File: config.mk
export PLATFORM = sky130hd
export DESIGN_NAME = abstract_cmd_sequencer
export DESIGN_NICKNAME = d
export VERILOG_FILES = /design/src/rtl/abstract_cmd_sequencer.sv
export SDC_FILE = /design/constraint.sdc
export NUM_CORES = 1
export LEC_CHECK = 0
export ABC_AREA = 1
export CAP_MARGIN = 5
export CORE_MARGIN = 2
export CORE_UTILIZATION = 40
export CTS_BUF_LIST = sky130_fd_sc_hd__clkbuf_4 sky130_fd_sc_hd__clkbuf_8
export DETAILED_ROUTE_END_ITERATION = 6
export GPL_ROUTABILITY_DRIVEN = 0
export GPL_TIMING_DRIVEN = 1
export HOLD_SLACK_MARGIN = 0.08
export PLACE_DENSITY = 0.69
export RECOVER_POWER = 100
export SKIP_LAST_GASP = 1
export SYNTH_ARGS = -nofsm -noshare
export SYNTH_HDL_FRONTEND = slang
export SYNTH_SLANG_ARGS = --single-unit
File: constraint.sdc
create_clock -name clk -period 3.5 [get_ports clk]
set_input_delay 0.525 -clock clk [delete_from_list [all_inputs] [get_ports clk]]
set_output_delay 0.525 -clock clk [all_outputs]
set_load 0.1 [all_outputs]
File: src/rtl/abstract_cmd_sequencer.sv
// Abstract command sequencer for a debug module.
// Accepts abstract commands while the hart is halted, walks the hart through
// the microcode steps for each command, optionally runs the program buffer,
// and records the first error in a sticky cmderr register.
//
// state    | meaning
// ---------+----------------------------------------------------------
// IDLE     | waiting for a command or resume request
// REG      | register access microcode step
// NA       | no-access step (command without transfer)
// RMEM     | memory read, first phase
// RMEM_1   | memory read, second phase
// WMEM     | memory write, first phase
// WMEM_1   | memory write, second phase
// EXEC     | program buffer execution, guarded by a timeout counter
// DONE     | one-cycle completion pulse
// RESUMING | resume requested, waiting for the hart to leave halt
//
// Ports
//   clk, rst_n                 clock, async active-low reset
//   cmd_valid / cmd_ready      command handshake
//   cmd_type[7:0]              0 register, 2 memory, others unsupported
//   cmd_transfer, cmd_write,
//   cmd_postexec               command fields
//   halted, resumereq,
//   step_done, exec_exception  hart status
//   mcp_addr[4:0]              microcode address shown to the hart
//   abstract_write, progbuf,
//   abstract_done, busy        status outputs
//   cmderr[2:0], cmderr_clr    sticky error and its clear
module abstract_cmd_sequencer #(
  parameter logic [4:0] OPC_REG      = 5'b10000,
  parameter logic [4:0] OPC_NA       = 5'b10001,
  parameter logic [4:0] OPC_EXEC     = 5'b10010,
  parameter logic [4:0] OPC_RMEM     = 5'b10100,
  parameter logic [4:0] OPC_WMEM     = 5'b10110,
  parameter int         EXEC_TIMEOUT = 1024
) (
  input  logic       clk,
  input  logic       rst_n,
  input  logic       cmd_valid,
  output logic       cmd_ready,
  input  logic [7:0] cmd_type,
  input  logic       cmd_transfer,
  input  logic       cmd_write,
  input  logic       cmd_postexec,
  input  logic       halted,
  input  logic       resumereq,
  input  logic       step_done,
  input  logic       exec_exception,
  output logic [4:0] mcp_addr,
  output logic       abstract_write,
  output logic       progbuf,
  output logic       abstract_done,
  output logic       busy,
  output logic [2:0] cmderr,
  input  logic       cmderr_clr
);

  localparam int CW = $clog2(EXEC_TIMEOUT) + 1;
  localparam logic [CW-1:0] TMO_LAST = CW'(EXEC_TIMEOUT - 1);

  localparam logic [4:0] ADDR_IDLE   = 5'b01110;
  localparam logic [4:0] ADDR_RESUME = 5'b01111;

  localparam logic [2:0] ERR_NONE   = 3'd0;
  localparam logic [2:0] ERR_BUSY   = 3'd1;
  localparam logic [2:0] ERR_NOTSUP = 3'd2;
  localparam logic [2:0] ERR_EXCEPT = 3'd3;
  localparam logic [2:0] ERR_HALT   = 3'd4;

  typedef enum logic [3:0] {
    S_IDLE     = 4'd0,
    S_REG      = 4'd1,
    S_NA       = 4'd2,
    S_RMEM     = 4'd3,
    S_RMEM_1   = 4'd4,
    S_WMEM     = 4'd5,
    S_WMEM_1   = 4'd6,
    S_EXEC     = 4'd7,
    S_DONE     = 4'd8,
    S_RESUMING = 4'd9
  } state_t;

  state_t          r_state;
  state_t          w_state_nxt;
  logic [2:0]      r_cmderr;
  logic [CW-1:0]   r_cnt;
  logic            r_write;
  logic            r_postexec;

  logic            w_ready;
  logic            w_accept;
  logic            w_cmd_state;
  logic [2:0]      w_fsm_err;
  logic [2:0]      w_new_err;

  assign w_ready     = (r_state == S_IDLE) && (r_cmderr == ERR_NONE) && halted;
  assign w_accept    = cmd_valid && w_ready;
  assign w_cmd_state = (r_state != S_IDLE) && (r_state != S_DONE) &&
                       (r_state != S_RESUMING);

  // State register
  always_ff @(posedge clk or negedge rst_n) begin
    if (!rst_n) begin
      r_state <= S_IDLE;
    end else begin
      r_state <= w_state_nxt;
    end
  end

  // Next-state and FSM-generated error code
  always_comb begin
    w_state_nxt = r_state;
    w_fsm_err   = ERR_NONE;
    if (w_cmd_state && !halted) begin
      // losing halt in the middle of a command aborts it
      w_state_nxt = S_DONE;
      w_fsm_err   = ERR_HALT;
    end else begin
      case (r_state)
        S_IDLE: begin
          if (w_accept) begin
            case (cmd_type)
              8'd0:    w_state_nxt = cmd_transfer ? S_REG : S_NA;
              8'd2:    w_state_nxt = cmd_write ? S_WMEM : S_RMEM;
              default: w_fsm_err   = ERR_NOTSUP;
            endcase
          end else if (cmd_valid && !halted) begin
            w_fsm_err = ERR_HALT;
          end else if (resumereq && halted) begin
            w_state_nxt = S_RESUMING;
          end
        end
        S_REG, S_NA, S_RMEM_1, S_WMEM_1: begin
          if (step_done) w_state_nxt = r_postexec ? S_EXEC : S_DONE;
        end
        S_RMEM: if (step_done) w_state_nxt = S_RMEM_1;
        S_WMEM: if (step_done) w_state_nxt = S_WMEM_1;
        S_EXEC: begin
          if (exec_exception) begin
            w_state_nxt = S_DONE;
            w_fsm_err   = ERR_EXCEPT;
          end else if (step_done) begin
            w_state_nxt = S_DONE;
          end else if (r_cnt == TMO_LAST) begin
            w_state_nxt = S_DONE;
            w_fsm_err   = ERR_EXCEPT;
          end
        end
        S_DONE:     w_state_nxt = S_IDLE;
        S_RESUMING: if (!halted) w_state_nxt = S_IDLE;
        default:    w_state_nxt = S_IDLE;
      endcase
    end
  end

  // A command arriving while busy is dropped; a state-driven error in the
  // same cycle takes precedence since only one code can be recorded.
  always_comb begin
    w_new_err = w_fsm_err;
    if (w_fsm_err == ERR_NONE && cmd_valid && r_state != S_IDLE) begin
      w_new_err = ERR_BUSY;
    end
  end

  always_ff @(posedge clk or negedge rst_n) begin
    if (!rst_n) begin
      r_cmderr   <= ERR_NONE;
      r_cnt      <= '0;
      r_write    <= 1'b0;
      r_postexec <= 1'b0;
    end else begin
      if (cmderr_clr) begin
        r_cmderr <= ERR_NONE;
      end else if (r_cmderr == ERR_NONE) begin
        r_cmderr <= w_new_err;
      end
      if (w_accept) begin
        r_write    <= cmd_write;
        r_postexec <= cmd_postexec;
      end
      if (r_state == S_EXEC && w_state_nxt == S_EXEC) begin
        r_cnt <= r_cnt + 1'b1;
      end else begin
        r_cnt <= '0;
      end
    end
  end

  // Outputs
  always_comb begin
    mcp_addr       = ADDR_IDLE;
    abstract_write = 1'b0;
    progbuf        = 1'b0;
    abstract_done  = 1'b0;
    busy           = (r_state != S_IDLE);
    case (r_state)
      S_IDLE:     mcp_addr = ADDR_IDLE;
      S_RESUMING: mcp_addr = ADDR_RESUME;
      S_REG: begin
        mcp_addr       = OPC_REG;
        abstract_write = r_write;
      end
      S_NA:       mcp_addr = OPC_NA;
      S_RMEM:     mcp_addr = OPC_RMEM;
      S_RMEM_1:   mcp_addr = OPC_RMEM + 5'd1;
      S_WMEM: begin
        mcp_addr       = OPC_WMEM;
        abstract_write = r_write;
      end
      S_WMEM_1: begin
        mcp_addr       = OPC_WMEM + 5'd1;
        abstract_write = r_write;
      end
      S_EXEC: begin
        mcp_addr = OPC_EXEC;
        progbuf  = 1'b1;
      end
      S_DONE: begin
        mcp_addr      = ADDR_IDLE;
        abstract_done = 1'b1;
      end
      default:    mcp_addr = ADDR_IDLE;
    endcase
  end

  assign cmd_ready = w_ready;
  assign cmderr    = r_cmderr;

endmodule
==> out/qor.yml, run 1 <==
status:
  status: "completed"
worst_setup_path:
  cp_slowest_cell: "clkbuf_1"
  crit_path_end: "cmd_ready"
  end_kind: "output port"
  critPathMaxFanout: 8
  slowest_delay_ps: 860
  cp-startpoint: "r_state[3]"
  cp_top_family: "buffers and inverters"
  cp_num_cells: 4
  crit_arrival_ps: 2280
  rr_worst_depth: 7
  r2r_slack_ps: 1490
  crit_buf_inv: 1
  rr_endpoint: "r_cnt[3]"
  cp.required_ps: 2970
  crit_top_cell: "nor2_1"
  critical_path_class: "reg2out"
  start_kind: "flip-flop"
  worstPathCellList: "nor2_1 -> nand2_1 -> nor2_1 -> clkbuf_1"
  rr_startpoint: "r_cnt[0]"
synthesis:
  syn-num-nets: 222
  synth_mux_area_share_pct: 0
  syn_avg_cell_area_um2: 6.76
  synthSimpleGateAreaFrac_pct: 37.9
  synth-seq-cells: 20
  synth_compound_area_share_pct: 10.7
  synthCells: 202
  yosys.area_share.adder_pct: 0.917
  ys_types: 30
  ys_warn_count: 0
  netlist_area_um2: 1370
  ys_seq_area_share_pct: 36.7
  synth_xor_area_share_pct: 1.92
  synth_top_family_by_area: "simple AND/OR/NAND/NOR gates"
clock_network:
  clock_path_buffers: 2
  clk_latency_ps: 300
  root_buffer: "clkbuf_4"
  post_cts_resized: 0
  cts-htree-levels: 1
  postCtsSetupRepairBufs: 0
  numCtsBuffers: 3
  hold_buffers: 0
  cts_tree: "yes"
  cts_sinks: 20
  path_clk_slew_ps: 120
cells_and_area:
  num_antenna_cells: 0
  syn_to_final_growth_pct: 24.0
  nets: 255
  fin_util_pct: 51.1
  layout-drive-gt1-share_pct: 7.26
  final.fill_count: 373
timing:
  fin_tns_setup_ps: 0
  finalSetupViolCount: 0
  worst_hold_slack_ps: 471
  slew_headroom_pct: 22.3
  fmax_ghz: 0.357
  worst-slew-pin-transition_ps: 1170
  skew_ps: 6.75
  finalCritPeriodShare_pct: 80.0
  hold_violations: 0
  min_period_ps: 2800
  slew_violations: 0
  rsz0062_at_grt: "no"
routing:
  vias: 1323
  viasPerCell: 4.73
  detail-route-antenna-nets: 0
  dr.pass1.iters: 4
  post-route-drc-count: 0
  wire_per_inst_um: 10.6
  finalWirelength_um: 2980
  drt-initial-drc-count: 71
power_and_ir_drop:
  pwr_density_cell_nw_per_um2: 851
  vdd_drop_max_uv: 654
  leakage_nw: 0.857
floorplan:
  dieArea_um2: 3900
  rows: 21
  die_y_um: 62.4
  die_w_um: 62.4
  io_pins: 32
  initial_core_util_pct: 41.2
  core_area_um2: 3310
global_route:
  grt_use_total_pct: 16.1
  grt_antenna_before_repair: 0
  grt_first_pass_wirelength_um: 5110
  grt_pass1_vias: 1172
  overflow: 0
  grt_max_degree: 21
placed_design:
  io_buffers: 31
  place_hpwl_um: 2410
flow_run:
  max_cap_viol_count: 0
min_path:
  hp-class: "reg2reg"
  min_path_cells: 1
==> worst min path at each step <==
stage	start	endpoint	slack (ps)
floorplan	rst_n	cmderr[0]	230
global route	r_cnt[0]	r_cnt[0]	510
finish	r_cnt[0]	r_cnt[0]	470
global placement	r_cnt[0]	r_cnt[0]	450
CTS	r_cnt[0]	r_cnt[0]	470
detailed placement	r_cnt[0]	r_cnt[0]	450
==> flip-flops by register name (all words and copies together), names as in the netlist <==
signal / count
r_postexec: 1
r_write: 1
r_cnt: 11
r_state: 4
cmderr: 3
==> kinds of logic (layout without fill, tap and decap cells) <==
kind of cell / after synthesis / count (layout)
flops: 20 / 20
buf+inv: 39 / 71
fa+ha+maj: 1 / 1
compound gates: 25 / 25
xor+xnor: 3 / 3
simple gates: 114 / 114
==> cell usage after synthesis, drive strengths merged <==
cell type | n | area share, %
o2111ai | 1 | 0.64
nor3b | 2 | 1.5
a21oi | 13 | 4.8
xnor2 | 1 | 0.64
or2 | 2 | 0.92
clkbuf | 1 | 0.27
o211ai | 1 | 0.55
nor2 | 28 | 8.4
buf | 2 | 1.6
o21ai | 6 | 2.2
o31ai | 1 | 0.55
xor2 | 2 | 1.3
a21boi | 2 | 1.1
nand3 | 15 | 6.4
ha | 1 | 0.92
inv | 36 | 9.9
a211oi | 1 | 0.92
nand2 | 57 | 16
dfrtp | 20 | 37
nand3b | 1 | 0.55
nand4 | 5 | 2.3
nor3 | 4 | 1.8
==> power breakdown <==
| group | total, mW | switching [mW] | internal, mW |
|---|---|---|---|
| registers | 0.318 | 0.0491 | 0.269 |
| logic | 0.933 | 0.774 | 0.159 |
| clock network | 0.189 | 0.0735 | 0.116 |
==> per-stage QoR <==
| stage | std cells | power, mW | worst slack, ps | area (um^2) |
|---|---|---|---|---|
| final | 280 | 1.44 | 700 | 1690 |
| after CTS | 280 | 1.51 | 1100 | 1740 |
| after floorplan | 202 | 1.11 | 146 | 1370 |
| after detailed placement | 276 | 1.31 | 1350 | 1680 |
| after global routing | 280 | 1.51 | 562 | 1690 |
| after global placement | 276 | 1.32 | 1370 | 1680 |
==> layer usage <==
| layer | track usage (%) | routed length, um | up-vias |
|---|---|---|---|
| li1 | - | - | 706 |
| met1 | 24.9 | 1550 | 584 |
| met2 | 22.8 | 1260 | 31 |
| met3 | 1.98 | 144 | 2 |
| met4 | 5.83 | 21 | 0 |
| met5 | 0 | 0 | - |
==> final cells by class <==
| type | instances | area, um^2 | share of cell area (%) |
|---|---|---|---|
| multi-input combinational | 143 | 696 | 41.1 |
| sequential | 20 | 500 | 29.6 |
| timing repair buffer | 31 | 251 | 14.9 |
| inverter | 36 | 135 | 7.98 |
| tap | 46 | 57.6 | 3.40 |
| clock inverter | 1 | 30.0 | 1.77 |
| clock buffer | 3 | 22.5 | 1.33 |
==> worst reg2reg max path, delay by kind of cell (launching register included) <==
family / cells / cell delay, ps
flops: 1 / 390
fa+ha+maj: 1 / 180
simple gates: 6 / 1330
==> cells in the final DEF, fill, tap and decap left out, drive strengths merged <==
master and n:
a211oi 1, a21boi 2, a21oi 13, buf 1, bufinv 1, clkbuf 12, clkdlybuf4s50 17, dfrtp 20
dlygate4sd3 4, ha 1, inv 36, nand2 57, nand3 15, nand3b 1, nand4 5, nor2 28
nor3 4, nor3b 2, o2111ai 1, o211ai 1, o21ai 6, o31ai 1, or2 2, xnor2 1
xor2 2
Note: power is estimated with default switching activity, not from simulation.
==> run 2: changes to the inputs <==
==> constraint.sdc (replaced) <==
create_clock -name clk -period 2.8 [get_ports clk]
set_input_delay 0.42 -clock clk [delete_from_list [all_inputs] [get_ports clk]]
set_output_delay 0.42 -clock clk [all_outputs]
set_load 0.1 [all_outputs]
==> out/qor.yml, run 2 (same netlist as run 1, synthesis figures left out) <==
status:
  status: "completed"
routing:
  viasPerCell: 4.83  # +2.3%
  finalWirelength_um: 2970  # -0.37%
  detail-route-antenna-nets: 0  # unchanged
  vias: 1353  # +2.3%
  post-route-drc-count: 0  # unchanged
  wire_per_inst_um: 10.6  # -0.37%
  dr.pass1.iters: 4  # unchanged
  drt-initial-drc-count: 117  # +65%
timing:
  skew_ps: 0.625  # -6.13 ps
  fin_tns_setup_ps: 0  # unchanged
  rsz0062_at_grt: "no"
  hold_violations: 0  # unchanged
  fmax_ghz: 0.417
  min_period_ps: 2400
  finalCritPeriodShare_pct: 85.6
  worst-slew-pin-transition_ps: 1150  # -17.1 ps
  slew_headroom_pct: 23.4  # +1.1 points
  finalSetupViolCount: 0  # unchanged
  slew_violations: 0  # unchanged
global_route:
  grt_max_degree: 21  # unchanged
  grt_first_pass_wirelength_um: 5370  # +5.0%
  grt_use_total_pct: 16.9  # +0.85 points
  grt_antenna_before_repair: 0  # unchanged
  grt_pass1_vias: 1222  # +4.3%
  overflow: 0  # unchanged
worst_setup_path:
  crit_top_cell: "inv_2"
  cp_top_family: "buffers and inverters"
  worstPathCellList: "inv_2 -> nand2_1 -> inv_2 -> nor2_2 -> clkbuf_1"
  end_kind: "output port"
  start_kind: "flip-flop"
  rr_startpoint: "r_cnt[0]"
  crit_buf_inv: 3  # +2
  slowest_delay_ps: 870  # about the same
  critical_path_class: "reg2out"
  cp.required_ps: 2380  # -590 ps
  critPathMaxFanout: 8  # unchanged
  cp_slowest_cell: "clkbuf_1"
  crit_arrival_ps: 1980  # -300 ps
  cp-startpoint: "r_state[2]"
cells_and_area:
  top_register: "r_cnt"
  stdcell_area_um2: 1700  # +0.22%
  layout_common_cells: "nand2_1, inv_1, nor2_1"
  num_antenna_cells: 0  # unchanged
  nets: 255  # unchanged
  final.fill_count: 358  # -4.0%
  register_area_um2: 500  # unchanged
  multiInputGateArea_um2: 696  # unchanged
  syn_to_final_growth_pct: 24.3
  layout-drive-gt1-share_pct: 10.7  # +3.4 points
  final_common_cell: "nand2_1"
  largest_reg_flops: 11  # unchanged
floorplan:
  die_y_um: 62.4  # unchanged
  dieArea_um2: 3900  # unchanged
  initial_core_util_pct: 41.2  # unchanged
  die_w_um: 62.4  # unchanged
  rows: 21  # unchanged
  io_pins: 32  # unchanged
  core_area_um2: 3310  # unchanged
clock_network:
  numCtsBuffers: 3  # unchanged
  cts-htree-levels: 1  # unchanged
  cts_tree: "yes"
  hold_buffers: 0  # unchanged
  post_cts_resized: 0  # unchanged
  root_buffer: "clkbuf_4"
  clk_latency_ps: 290  # about the same
  path_clk_slew_ps: 110  # about the same
  cts_sinks: 20  # unchanged
  clock_path_buffers: 2  # unchanged
  postCtsSetupRepairBufs: 0  # unchanged
min_path:
  hp-class: "reg2reg"
  hold_start: "r_cnt[0]"
power_and_ir_drop:
  vdd_drop_max_uv: 584  # -11%
  pwr_density_cell_nw_per_um2: 1070  # +26%
  leakage_nw: 0.869  # +1.4%
placed_design:
  placed_area_um2: 1690  # +0.45%
  place_hpwl_um: 2480  # +2.9%
  io_buffers: 31  # unchanged
flow_run:
  max_cap_viol_count: 0  # unchanged
## run 2: cell types whose count changed in the layout (fill, tap and decap cells not counted), sizes merged
cell / delta
clkbuf: +3
dlygate4sd3: -3
## run 2: final timing paths
path | end | slack [ps] | cells past startpoint
worst max-delay path | mcp_addr[4] | 400 | 5
worst min-delay path | r_cnt[0] | 470 | 1
worst max register to register | r_cnt[3] | 780 | 7
worst min register to register | r_cnt[0] | 470 | 1
max in group asynchronous | r_cnt[3] | 1590 | 1
min in group asynchronous | r_write | 680 | 1
## run 2: cell type report
| class | instances | area share, % |
|---|---|---|
| clock buffers | 3 | 1.33 |
| clock inverters | 1 | 1.77 |
| inverters | 36 | 7.96 |
| multi-input cells | 143 | 41.0 |
| flip-flops and latches | 20 | 29.5 |
| well taps | 46 | 3.39 |
| repair buffers | 31 | 15.0 |
## run 2: per-layer routing
layer  vias to the layer above  GRT usage, %  wire length [um]
met2                        32          26.1              1280
met3                         4          2.70               180
met4                         0          5.83                37
met1                       612          24.2              1470
li1                        705             -                 -
met5                         -             0                 0
## run 2: power by group
group | switching, mW | leakage, nW | internal [mW]
Sequential | 0.0595 | 0.272 | 0.336
Clock | 0.0883 | 0.0279 | 0.145
Combinational | 0.974 | 0.569 | 0.221
Total | 1.12 | 0.869 | 0.702
## run 2: per-stage QoR
step                      utilization (%)  hold slack, ps  cells  worst slack [ps]  power, mW
final                                51.2             474    280               403       1.82
after global routing                 51.2             525    280               285       1.93
after CTS                            52.7             479    280               571       1.90
after detailed placement             51.1             463    276               815       1.66
after global placement               51.1             450    276               871       1.67
after floorplan                         -             124    202              -449       1.40
==> run 3: changes to the inputs <==
--- a/config.mk
+++ b/config.mk
@@ -6,6 +6,7 @@
 export NUM_CORES = 1
 export LEC_CHECK = 0
 export ABC_AREA = 1
+export ABC_CLOCK_PERIOD_IN_PS = 2900
 export CAP_MARGIN = 5
 export CORE_MARGIN = 2
 export CORE_UTILIZATION = 40
==> constraint.sdc (replaced) <==
create_clock -name clk -period 2.9 [get_ports clk]
set_input_delay 0.435 -clock clk [delete_from_list [all_inputs] [get_ports clk]]
set_output_delay 0.435 -clock clk [all_outputs]
set_load 0.1 [all_outputs]
==> out/qor.yml, run 3 (same netlist as run 1, synthesis figures left out) <==
worst_setup_path:
  start_kind: "flip-flop"
  end_kind: "output port"
  critPathMaxFanout: 8  # unchanged
  cp.required_ps: 2470  # +90 ps
  critical_path_class: "reg2out"
  crit_arrival_ps: 2070  # +90 ps
cells_and_area:
  multiInputGateArea_um2: 703  # +1.1%
  top_register: "r_cnt"
  syn_to_final_growth_pct: 23.5
  layout-drive-gt1-share_pct: 10.3  # -0.43 points
  layout_common_cells: "nand2_1, inv_1, nor2_1"
  largest_reg_flops: 11  # unchanged
  nets: 255  # unchanged
  stdcell_area_um2: 1690  # -0.66%
  final_common_cell: "nand2_1"
  register_area_um2: 500  # unchanged
  final.fill_count: 366  # +2.2%
  num_antenna_cells: 0  # unchanged
routing:
  dr.pass1.iters: 5  # +1
  detail-route-antenna-nets: 0  # unchanged
  finalWirelength_um: 2960  # -0.10%
  viasPerCell: 4.73  # -2.1%
  post-route-drc-count: 0  # unchanged
  drt-initial-drc-count: 83  # -29%
  vias: 1324  # -2.1%
  wire_per_inst_um: 10.6  # -0.10%
clock_network:
  clock_path_buffers: 2  # unchanged
  clk_latency_ps: 300  # about the same
  cts_sinks: 20  # unchanged
  postCtsSetupRepairBufs: 0  # unchanged
  cts_tree: "yes"
  root_buffer: "clkbuf_4"
  hold_buffers: 0  # unchanged
  numCtsBuffers: 3  # unchanged
  path_clk_slew_ps: 120  # about the same
  cts-htree-levels: 1  # unchanged
  post_cts_resized: 0  # unchanged
power_and_ir_drop:
  vdd_drop_max_uv: 725  # +24%
  pwr_density_cell_nw_per_um2: 1030  # -3.9%
  leakage_nw: 0.856  # -1.6%
timing:
  finalSetupViolCount: 0  # unchanged
  skew_ps: 3.11  # +2.49 ps
  slew_headroom_pct: 22.6  # -0.79 points
  min_period_ps: 2510
  finalCritPeriodShare_pct: 86.4
  hold_violations: 0  # unchanged
  setup_ws_ps: 395  # -8.35 ps
  rsz0062_at_grt: "no"
  fin_tns_setup_ps: 0  # unchanged
  fmax_ghz: 0.399
  slew_violations: 0  # unchanged
  worst-slew-pin-transition_ps: 1170  # +11.9 ps
global_route:
  top_usage_layer: "met2"
  grt_pass1_vias: 1212  # -0.82%
  grt_use_total_pct: 16.0  # -0.98 points
  grtUsageMet1_pct: 22.9  # -1.3 points
  overflow: 0  # unchanged
  grt_antenna_before_repair: 0  # unchanged
  grt_max_degree: 21  # unchanged
  met2_usage_pct: 25.0  # -1.1 points
  use_met3_pct: 1.98  # -0.72 points
  grt_first_pass_wirelength_um: 5090  # -5.1%
floorplan:
  die_w_um: 62.4  # unchanged
  dieArea_um2: 3900  # unchanged
  core_area_um2: 3310  # unchanged
  io_pins: 32  # unchanged
  initial_core_util_pct: 41.2  # unchanged
  die_y_um: 62.4  # unchanged
  rows: 21  # unchanged
placed_design:
  dp_slack_ps: 916  # +101 ps
  placed_area_um2: 1680  # -0.74%
  place_hpwl_um: 2380  # -4.1%
  io_buffers: 31  # unchanged
flow_run:
  max_cap_viol_count: 0  # unchanged
status:
  status: "completed"
min_path:
  hp-class: "reg2reg"
run 3: changes by cell type in the layout (fill, tap and decap cells not counted), sizes merged:
cell    delta
buf        -1
clkbuf     +1
run 3: area by class of cell:
type | instances | area share (%)
tap | 46 | 3.41
clock inverter | 1 | 1.78
timing repair buffer | 31 | 14.0
clock buffer | 3 | 1.34
inverter | 36 | 8.02
multi-input combinational | 143 | 41.7
sequential | 20 | 29.7
run 3: worst paths after layout:
| kind | end | cells after the start | startpoint | slack, ps |
|---|---|---|---|---|
| worst max-delay path | progbuf | 4 | r_state[3] | 390 |
| worst min-delay path | r_cnt[0] | 1 | r_cnt[0] | 470 |
| worst max register to register | r_cnt[2] | 7 | r_cnt[0] | 890 |
| worst min register to register | r_cnt[0] | 1 | r_cnt[0] | 470 |
| max in group asynchronous | cmderr[1] | 1 | rst_n | 1690 |
| min in group asynchronous | r_write | 1 | rst_n | 680 |
run 3: power by group:
part           total (mW)  internal (mW)  switching, mW  leakage (nW)
Combinational        1.13          0.190          0.944         0.555
Clock               0.227          0.140         0.0869        0.0279
Sequential          0.381          0.325         0.0562         0.272
Total                1.74          0.654           1.09         0.856
run 3: per-layer routing:
| layer | share of wire [%] | vias to the layer above |
|---|---|---|
| met5 | 0 | - |
| met4 | 0.41 | 0 |
| met3 | 5.5 | 2 |
| met2 | 43 | 37 |
| met1 | 51 | 586 |
| li1 | - | 699 |
run 3: critical path: stages, from the launching register on:
cell and delay [ps]:
dfrtp_1 530, nor2_4 190, nand2_2 60, inv_1 110, clkbuf_1 880
run 3: per-stage QoR:
step / utilization (%) / hold slack, ps / instances / total power [mW]
2_1_floorplan: - / 139 / 202 / 1.35
3_3_place_gp: 50.7 / 450 / 276 / 1.59
3_5_place_dp: 50.7 / 455 / 276 / 1.58
4_1_cts: 52.3 / 476 / 280 / 1.81
5_1_grt: 50.9 / 503 / 280 / 1.83
6_report: 50.9 / 474 / 280 / 1.74
